===== src/rtl/alu_multiword_sequencer.sv =====
// Multi-word ALU sequencer: runs one 16-bit ALU over WORDS words per request,
// chaining carry/borrow from the least-significant word upward.

package package_alu;
   typedef enum logic [2:0] {
      ALU_ADD = 3'd0,
      ALU_SUB = 3'd1,
      ALU_AND = 3'd2,
      ALU_OR  = 3'd3,
      ALU_XOR = 3'd4,
      ALU_NOP = 3'd5
   } ALU_OPERATION;
endpackage

// Combinational 16-bit ALU slice with carry/borrow in and out.
module alu
   import package_alu::*;
(
   input  ALU_OPERATION op,
   input  logic [15:0]  left,
   input  logic [15:0]  right,
   input  logic         cin,
   output logic [15:0]  result,
   output logic         cout
);
   logic [16:0] sum_w;

   // Word-level operation; SUB reports a borrow through bit 16 of the wrapped difference.
   always_comb begin
      sum_w  = '0;
      result = 16'hFFFF;
      cout   = 1'b0;
      case (op)
         ALU_ADD: begin
            sum_w  = {1'b0, left} + {1'b0, right} + {16'b0, cin};
            result = sum_w[15:0];
            cout   = sum_w[16];
         end
         ALU_SUB: begin
            sum_w  = {1'b0, left} - {1'b0, right} - {16'b0, cin};
            result = sum_w[15:0];
            cout   = sum_w[16];
         end
         ALU_AND: result = left & right;
         ALU_OR:  result = left | right;
         ALU_XOR: result = left ^ right;
         default: result = 16'hFFFF;
      endcase
   end
endmodule

module alu_multiword_sequencer
   import package_alu::*;
#(
   parameter int WORDS = 2
) (
   input  logic               clk,
   input  logic               rst_n,
   input  logic               req_valid,
   output logic               req_ready,
   input  ALU_OPERATION       req_op,
   input  logic [WORDS*16-1:0] req_left,
   input  logic [WORDS*16-1:0] req_right,
   input  logic               req_cin,
   output logic               rsp_valid,
   input  logic               rsp_ready,
   output logic [WORDS*16-1:0] rsp_result,
   output logic               rsp_cout,
   output logic               rsp_zero
);
   localparam int IW = (WORDS > 1) ? $clog2(WORDS) : 1;

   typedef enum logic [1:0] {S_IDLE, S_RUN, S_DONE} state_t;

   state_t       state_q, state_d;
   logic [IW-1:0] idx_q, idx_d;
   logic         carry_q, carry_d;
   ALU_OPERATION op_q, op_d;

   logic [15:0]  left_w   [WORDS];
   logic [15:0]  right_w  [WORDS];
   logic [15:0]  alu_left, alu_right, alu_result;
   logic         alu_cout;
   logic         accept;
   logic         last_word;

   assign accept    = (state_q == S_IDLE) && req_valid;
   assign last_word = (idx_q == IW'(WORDS - 1));
   assign alu_left  = left_w[idx_q];
   assign alu_right = right_w[idx_q];

   alu u_alu (
      .op     (op_q),
      .left   (alu_left),
      .right  (alu_right),
      .cin    (carry_q),
      .result (alu_result),
      .cout   (alu_cout)
   );

   // Next-state, index and carry-chain control.
   always_comb begin
      state_d = state_q;
      idx_d   = idx_q;
      carry_d = carry_q;
      op_d    = op_q;
      case (state_q)
         S_IDLE: begin
            if (req_valid) begin
               state_d = S_RUN;
               idx_d   = '0;
               op_d    = req_op;
               // Logic ops and NOP must not see the requester's carry-in.
               carry_d = ((req_op == ALU_ADD) || (req_op == ALU_SUB)) ? req_cin : 1'b0;
            end
         end
         S_RUN: begin
            carry_d = alu_cout;
            if (last_word) begin
               state_d = S_DONE;
               idx_d   = '0;
            end else begin
               idx_d = idx_q + 1'b1;
            end
         end
         S_DONE: begin
            if (rsp_ready) state_d = S_IDLE;
         end
         default: state_d = S_IDLE;
      endcase
   end

   // Control state register.
   always_ff @(posedge clk or negedge rst_n) begin
      if (!rst_n) begin
         state_q <= S_IDLE;
         idx_q   <= '0;
         carry_q <= 1'b0;
         op_q    <= ALU_ADD;
      end else begin
         state_q <= state_d;
         idx_q   <= idx_d;
         carry_q <= carry_d;
         op_q    <= op_d;
      end
   end

   // Per-word operand latches and result storage.
   for (genvar gi = 0; gi < WORDS; gi++) begin : g_word
      logic [15:0] left_q, left_d;
      logic [15:0] right_q, right_d;
      logic [15:0] result_q, result_d;

      // Capture operands on accept; write this word when the index reaches it.
      always_comb begin
         left_d   = left_q;
         right_d  = right_q;
         result_d = result_q;
         if (accept) begin
            left_d  = req_left[gi*16 +: 16];
            right_d = req_right[gi*16 +: 16];
         end
         if ((state_q == S_RUN) && (idx_q == IW'(gi))) begin
            result_d = alu_result;
         end
      end

      // Word storage registers.
      always_ff @(posedge clk or negedge rst_n) begin
         if (!rst_n) begin
            left_q   <= '0;
            right_q  <= '0;
            result_q <= '0;
         end else begin
            left_q   <= left_d;
            right_q  <= right_d;
            result_q <= result_d;
         end
      end

      assign left_w[gi]              = left_q;
      assign right_w[gi]             = right_q;
      assign rsp_result[gi*16 +: 16] = result_q;
   end

   assign req_ready = (state_q == S_IDLE);
   assign rsp_valid = (state_q == S_DONE);
   assign rsp_cout  = carry_q;
   assign rsp_zero  = ~|rsp_result;

endmodule


===== config.mk =====
export PLATFORM = sky130hd
export DESIGN_NAME = alu_multiword_sequencer
export DESIGN_NICKNAME = d
export VERILOG_FILES = /design/src/rtl/alu_multiword_sequencer.sv
export SDC_FILE = /design/constraint.sdc
export NUM_CORES = 1
export LEC_CHECK = 0
export BUFFER_PORTS_ARGS = -buffer_cell sky130_fd_sc_hd__buf_2
export CORE_ASPECT_RATIO = 1.4
export CORE_MARGIN = 1
export CORE_UTILIZATION = 58
export CTS_CLUSTER_SIZE = 8
export DETAILED_ROUTE_END_ITERATION = 6
export PLACE_DENSITY = 0.82
export RECOVER_POWER = 50
export SYNTH_ARGS = -nofsm -noshare
export SYNTH_HDL_FRONTEND = slang
export SYNTH_SLANG_ARGS = --single-unit
export TNS_END_PERCENT = 10

===== constraint.sdc =====
create_clock -name clk -period 4.5 [get_ports clk]
set_clock_uncertainty 0.1 [all_clocks]
set_input_delay 0.9 -clock clk [delete_from_list [all_inputs] [get_ports clk]]
set_output_delay 0.9 -clock clk [all_outputs]
set_load 0.005 [all_outputs]

Yosys cells after proc, flatten, opt, wreduce, memory -nomap -nowiden. Cells that the tools add are included.

$add $sub $neg: 5. Order comparisons: 1. Equality and inequality tests: 10. Muxes and demuxes: 18. Bitwise gates (word level): 5. Reductions and logical operators: 13.

Operator list (number): two-way mux 16 bit (6); case mux 16 bit (5 select lines) (1); OR reduction 32 bit (1); adder 16 x 16 -> 17 bit (1); adder 17 x 1 -> 17 bit (1); subtractor 16 x 16 -> 17 bit (1); subtractor 17 x 1 -> 17 bit (1); bitwise AND 16 bit (1); OR 16 bit (1); XOR 16 bit (1); equality test 3 x 1 -> 1 bit (second input constant) (2); equality test 3 x 2 -> 1 bit (second input constant) (2); zero test 3 bit (2); two-way mux 2 bit (3); case mux 1 bit (2 select lines) (3); case mux 2 bit (3 select lines) (1); two-way mux 1 bit (4); inequality test 2 bit (second input constant) (2); AND reduction 2 bit (2); equality test 3 bit (second input constant) (1); logical AND 1 bit (3); AND reduction 3 bit (1); equality test 2 x 1 -> 1 bit (second input constant) (1); equality test 2 bit (second input constant) (1); other kinds (9) (9).

Register bits: 103. Input port bits: 72. Output and inout port bits: 36. Logic and storage cells: 62.

Depth between registers and ports, before layout. Gate-level depths: netlist (run 1).

Word-level depth: 8. Mapped depth: 14. Mapped depth without buffers: 11.

Hierarchy. From an unflattened synthesis (run 1), not the netlist that was laid out.

Cells, all modules: 659. Area, all modules: 6994.2 um^2.

Modules (own cells, without submodules): alu_multiword_sequencer (times used 1, cells each 274, area an instance 4337.9 um^2, sequential area each 2577.5 um^2); alu (times used 1, cells each 385, area an instance 2656.3 um^2, sequential area each 0.0 um^2).

Least setup slack after synthesis (run 1). No wires, ideal clock.

Path type: reg2reg. Start: register idx_q. End: register carry_q, in the netlist rsp_cout. Library setup time: 0.126 ns. Arrival time: 3.195 ns. Data required time: 4.274 ns. Slack: 1.078 ns. Stages on the path, launching flop included: 13. Path buffers: 3. Clock period less this slack: 3.422 ns. Cell sequence: dfrtp_1 buf_4 buf_1 mux2i_1 ha_1 ha_1 buf_2 a211oi_1 a211o_1 a211oi_2 o21ai_1 mux2i_1 a221o_1.

Cells in the longest elaborated chain, start to end: 8. Elaborated cells on any way between the ends: 13. Those cells by class: add/sub (4); mux (8); bitwise (1).

Ends and longest elaborated chain: start, declared (line 76) `logic [IW-1:0] idx_q, idx_d;`; start signal, assigned (line 142) `idx_q <= idx_d;`; NOT 1 -> 2 bit (implied by the code) * (line 89, 90); two-way mux 16 bit, on equally long branches (3 in series) (line 89, 90); subtractor 16 x 16 -> 17 bit / adder 16 x 16 -> 17 bit (equally long branches) (line 40, 35); subtractor 17 x 1 -> 17 bit / adder 17 x 1 -> 17 bit (equally long branches) (line 40, 35); case mux 1 bit (2 select lines) * (line 33) `case (op)`; case mux 1 bit (2 select lines) * (line 107) `case (state_q)`; end signal, assigned (line 143) `carry_q <= carry_d;`; end, declared (line 77) `logic carry_q, carry_d;`.

Mark *: on every way between the ends. The rest lies on a longest branch, timed or not. The select of a mux whose other input is x is not followed. A chain may end at the register's enable or synchronous reset.

Worst setup path in the final report (run 1).
Start: register idx_q. End: register g_word[0].result_q[10].

Cells in the longest elaborated chain, start to end: 7. Elaborated cells on any way between the ends: 17. Those cells by class: add/sub (4); mux (7); bitwise (5); reduce/logical (1).

Ends and longest elaborated chain: NOT 1 -> 2 bit (implied by the code) (line 89, 90); two-way mux 16 bit, on equally long branches (3 in series) (line 89, 90); subtractor 16 x 16 -> 17 bit / adder 16 x 16 -> 17 bit (equally long branches) (line 40, 35); subtractor 17 x 1 -> 17 bit / adder 17 x 1 -> 17 bit (equally long branches) (line 40, 35); case mux 16 bit (5 select lines) (line 33); end signal, assigned (line 177) `result_q <= result_d;`; end, declared (line 152) `logic [15:0] result_q, result_d;`.

Parallel ways exist; a longest one is shown, timed or not. The select of a mux whose other input is x is not followed.

==> summary.txt, run 1 <==
Clock tree
  • CTS Buf Count: 9
  • Clock-pin slew on the worst setup and hold paths: 0.08 ns
  • PostCTS Resize Cnt: 0
  • Sink Count: 103
  • CTS root buf: clkbuf_16
  • Worst-skew pair later-pin latency: 0.35 ns
  • CTS tree: done
  • CTS max path bufs: 2
  • Postcts setup bufs: 0
  • H-tree depth: 3
  • # hold bufs at CTS: 0

Synth
  • Synth top area cells: dfrtp_1 (37%), mux2_2 (11%), ha_1 (11%), mux2i_1 (5.1%), a21oi_1 (3.9%)
  • Area fraction of the dominant cell type after synthesis: 0.367
  • Post-synthesis sequential area ratio: 0.367
  • Number of flops mapped to enable cells by yosys: 0
  • Post-Synthesis Cells: 734
  • Ys flop type: dfrtp_1
  • Avg Synthesized Cell Area: 9.57 sq um
  • Ys async rst share: 1.00
  • Area leader, netlist: dfrtp_1
  • Syn_nets: 870
  • Mapped cell area: 7020 sq um
  • Synth Warn #: 0
  • Post-synthesis sequential element count: 103
  • Netlist cell types: 61

Timing
  • Worst Max-Slew Pin Slew: 1.78 ns
  • Setup tns final: 0 ns
  • Period utilization: 0.873
  • Slew margin rel.: -0.189
  • RSZ-0062 raised after global routing: no
  • Post-layout min period: 3.93 ns
  • Final setup viols: 0
  • Max Freq: 255 MHz
  • Final hold violation count: 0
  • Slew Limit Fails: 77

Final layout
  • Share of cells above drive strength 1: 0.236
  • Antenna diode count: 0
  • Most frequent cells in the layout: dfrtp_1 (102), buf_2 (90), mux2_2 (68)
  • Commonest non-fill, non-tap cell in the layout: dfrtp_1
  • Area delta synth->final: 12.6%
  • Final #Nets: 954

Placement
  • Dpl hpwl: 13700 um
  • Buffers added on ports: 107
  • Routability cong.: 0.954

Worst setup path
  • Worst-path maximum fanout: 29
  • Worst Path Arrival: 4.02 ns
  • Kind of start point of the critical path: register
  • Worst setup EP type: register
  • Type of the worst setup path: reg -> reg
  • CP required: 4.59 ns

Job
  • # Max-Cap Violations: 1

Floorplanning
  • CORE AREA: 11800 sq um
  • Initial Util: 0.594
  • # rows: 47
  • Die Y: 132 um
  • I/O pin count: 108
  • Total die area: 12600 sq um
  • Die Wd: 95 um

Detailed routing
  • Drc violations: 0
  • Drt pass-1 iters: 7
  • Routed WL: 17900 um
  • Iter 0 DRT Violations: 543
  • Vias/cell: 6.26
  • DRT antenna net count: 0
  • Post-DR wirelength/cell: 18.4 um
  • Routed via count: 6075

Global routing
  • Initial antenna violation count: 0
  • First-pass GRT wire length: 29100 um
  • Pin count of the biggest net entering global routing: 77
  • GR Overflow Total: 0
  • Total Routing Usage GR: 0.296
  • Vias in the first global route: 5979

Min path
  • Worst Hold Class: reg -> reg

Outcome
  • Status: finished, violations left
  • Failing checks: max-capacitance violations, max-slew violations
[worst max-delay path: stages, from the launching register on]
cell and delay [ns]:
dfrtp_2 0.90, mux2i_1 0.32, inv_1 0.12, fa_1 0.47, fa_1 0.48, o211ai_1 0.25
a211o_1 0.27, a31oi_1 0.14, mux2i_1 0.15, nor4_1 0.43, a21oi_1 0.12
[final timing paths]
check,startpoint,end,slack (ns),cells after the start
setup / recovery,idx_q$_DFFE_PN0P_,g_word[0].result_q[10]$_DFFE_PN0P_,0.57,10
hold / removal,g_word[0].right_q[4]$_DFFE_PN0P_,g_word[0].right_q[4]$_DFFE_PN0P_,0.41,1
setup reg to reg,idx_q$_DFFE_PN0P_,g_word[0].result_q[10]$_DFFE_PN0P_,0.57,10
hold reg to reg,g_word[0].right_q[4]$_DFFE_PN0P_,g_word[0].right_q[4]$_DFFE_PN0P_,0.41,1
max in group asynchronous,rst_n,g_word[0].left_q[0]$_DFFE_PN0P_,1.23,2
min in group asynchronous,rst_n,g_word[0].result_q[15]$_DFFE_PN0P_,0.93,1
[Yosys cell counts, types with 12 or more instances]
library cell  count
a21oi_1          55
a31oi_1          13
clkbuf_1         28
dfrtp_1         103
ha_1             60
inv_1            51
mux2_2           68
mux2i_1          36
nand2_1          62
nor2_1           40
nor4_1           12
o21ai_0          32
o22ai_1          13
[registers in the layout (all words and copies together) (netlist names)]
register,cells
rsp_cout,1
g_word.left_q,32
state_q,2
idx_q,1
g_word.result_q,32
op_q,3
g_word.right_q,32
[per-stage QoR]
stage	hold WS (ns)	util	instance area, sq um	cells	setup slack, ns
after global placement	0.384	0.647	7650	954	0.772
after floorplan	0.380	-	7020	734	1.08
after global routing	0.424	0.669	7910	970	0.320
after CTS	0.412	0.671	7940	970	0.598
after detailed placement	0.394	0.647	7650	954	0.644
final	0.410	0.669	7910	970	0.572
[cell type report]
cell class / instances / area, sq um
multi-input combinational: 536 / 4080
fill: 920 / 3910
sequential: 103 / 2580
timing repair buffer: 116 / 579
clock buffer: 10 / 229
inverter: 52 / 195
tap: 147 / 184
clock inverter: 6 / 60.1
[layer usage]
layer | track usage | wire (um) | vias up
met5 | 0 | 0 | -
met1 | 0.388 | 7460 | 2905
met2 | 0.485 | 8680 | 311
met4 | 0.130 | 673 | 0
met3 | 0.0346 | 1050 | 57
li1 | - | - | 2802
[cell families after synthesis]
group           after synthesis  share of synthesized area
flops                       103                      0.367
buf+inv                      95                     0.0527
mux                         105                      0.162
compound gates              188                      0.173
fa+ha+maj                    64                      0.118
simple gates                169                      0.114
xor+xnor                     10                     0.0125
Power of run 1 is not shown: default switching activity piles up to over one toggle a cycle in this logic, so the estimate is an artifact.
==> run 2, diff against run 1 <==
==> constraint.sdc (replaced) <==
create_clock -name clk -period 4.5 [get_ports clk]
set_clock_uncertainty 0.1 [all_clocks]
set_input_delay 0.45 -clock clk [delete_from_list [all_inputs] [get_ports clk]]
set_output_delay 0.45 -clock clk [all_outputs]
set_load 0.005 [all_outputs]
==> summary.txt, run 2 (synthesized netlist as in run 1, its figures left out) <==
Clock tree
  • CTS Buf Count: 9
  • CTS max path bufs: 2
  • Sink Count: 103
  • # hold bufs at CTS: 0
  • H-tree depth: 3
  • Postcts setup bufs: 0
  • CTS root buf: clkbuf_16
  • PostCTS Resize Cnt: 0
  • Clock-pin slew on the worst setup and hold paths: 0.07 ns
  • Worst-skew pair later-pin latency: 0.35 ns
  • CTS tree: done

Timing
  • Post-layout min period: 3.92 ns
  • Final hold violation count: 0
  • Worst Max-Slew Pin Slew: 1.85 ns
  • Max Freq: 255 MHz
  • Slew Limit Fails: 76
  • RSZ-0062 raised after global routing: no
  • Setup tns final: 0 ns
  • Final setup viols: 0
  • Period utilization: 0.870
  • Slew margin rel.: -0.232

Worst setup path
  • Type of the worst setup path: reg -> reg
  • Buf/Inv on CP: 1
  • Kind of start point of the critical path: register
  • Critical path depth in cells: 10
  • Worst setup EP type: register
  • Worst Setup SP: idx_q$_DFFE_PN0P_
  • Worst Path Arrival: 4.02 ns
  • Critical-path top delay cell: dfrtp_2
  • FF-to-FF path depth: 10
  • CP max stage delay: 0.64 ns
  • Worst reg-to-reg setup slack: 0.58 ns
  • CP delay by family, top: compound AO/OA/AOI/OAI gates
  • Critical Path Sink: g_word[0].result_q[10]$_DFFE_PN0P_
  • Worst-path cell chain: buf_4 -> mux2i_1 -> ha_1 -> ha_1 -> a211oi_1 -> a211o_1 -> a31oi_1 -> mux2i_1 -> nor4_1 -> a21oi_1
  • CP required: 4.60 ns
  • Worst-path maximum fanout: 16
  • Worst reg2reg path endpoint: g_word[0].result_q[10]$_DFFE_PN0P_
  • Worst R2R Start: idx_q$_DFFE_PN0P_

Floorplanning
  • Total die area: 12600 sq um
  • Die Wd: 95 um
  • CORE AREA: 11800 sq um
  • I/O pin count: 108
  • # rows: 47
  • Initial Util: 0.594
  • Die Y: 132 um

Final layout
  • Share of cells above drive strength 1: 0.234
  • Commonest non-fill, non-tap cell in the layout: dfrtp_1
  • Antenna diode count: 0
  • Area delta synth->final: 12.7%
  • Most frequent cells in the layout: dfrtp_1 (102), buf_2 (88), mux2_2 (68)
  • Top Registers: g_word.left_q x32, g_word.result_q x32, g_word.right_q x32
  • Final #Nets: 955

Global routing
  • Pin count of the biggest net entering global routing: 76
  • First-pass GRT wire length: 28800 um
  • Vias in the first global route: 5873
  • GR Overflow Total: 0
  • Total Routing Usage GR: 0.293
  • Initial antenna violation count: 0

Detailed routing
  • Drt pass-1 iters: 6
  • Vias/cell: 6.18
  • DRT antenna net count: 0
  • Routed WL: 17800 um
  • Drc violations: 0
  • Post-DR wirelength/cell: 18.3 um
  • Routed via count: 6005
  • Iter 0 DRT Violations: 446

Min path
  • Worst Hold Class: in -> reg

Job
  • # Max-Cap Violations: 2

Placement
  • Buffers added on ports: 107
  • Routability cong.: 1.00
  • Dpl hpwl: 13700 um

Outcome
  • Status: finished, violations left
  • Failing checks: max-capacitance violations, max-slew violations
[run 2: per-stage QoR]
stage	std cells	hold WS (ns)	util	worst slack, ns	instance area [sq um]
2_1_floorplan	734	0.0544	-	1.08	7020
3_3_place_gp	955	0.377	0.648	0.934	7650
3_5_place_dp	955	0.391	0.648	0.723	7650
4_1_cts	971	0.161	0.672	0.679	7950
5_1_grt	971	0.198	0.670	0.401	7920
6_report	971	0.196	0.670	0.585	7920
[run 2: worst min-delay path by stage]
stage | cells past startpoint | startpoint | slack, ns | end
finish | 2 | rsp_ready | 0.20 | state_q[1]$_DFFE_PN0P_
global route | 2 | rsp_ready | 0.20 | state_q[1]$_DFFE_PN0P_
CTS | 1 | rst_n | 0.16 | g_word[0].result_q[14]$_DFFE_PN0P_
detailed placement | 2 | g_word[1].result_q[0]$_DFFE_PN0P_ | 0.39 | g_word[1].result_q[0]$_DFFE_PN0P_
global placement | 2 | g_word[1].result_q[0]$_DFFE_PN0P_ | 0.38 | g_word[1].result_q[0]$_DFFE_PN0P_
floorplan | 0 | rst_n | 0.05 | g_word[0].left_q[0]$_DFFE_PN0P_
[run 2: layout make-up]
| type | count | area (sq um) |
|---|---|---|
| clock buffers | 10 | 229 |
| clock inverters | 6 | 62.6 |
| fillers | 944 | 3900 |
| inverters | 52 | 195 |
| multi-input cells | 536 | 4080 |
| flip-flops and latches | 103 | 2580 |
| well taps | 147 | 184 |
| repair buffers | 117 | 584 |
[run 2: layer usage]
metal	GRT usage	vias up	share of wire
met5	0	-	0
li1	-	2808	-
met3	0.0409	53	0.056
met1	0.380	2878	0.42
met4	0.120	0	0.031
met2	0.488	266	0.49
Power of run 2 is left out for the same reason.
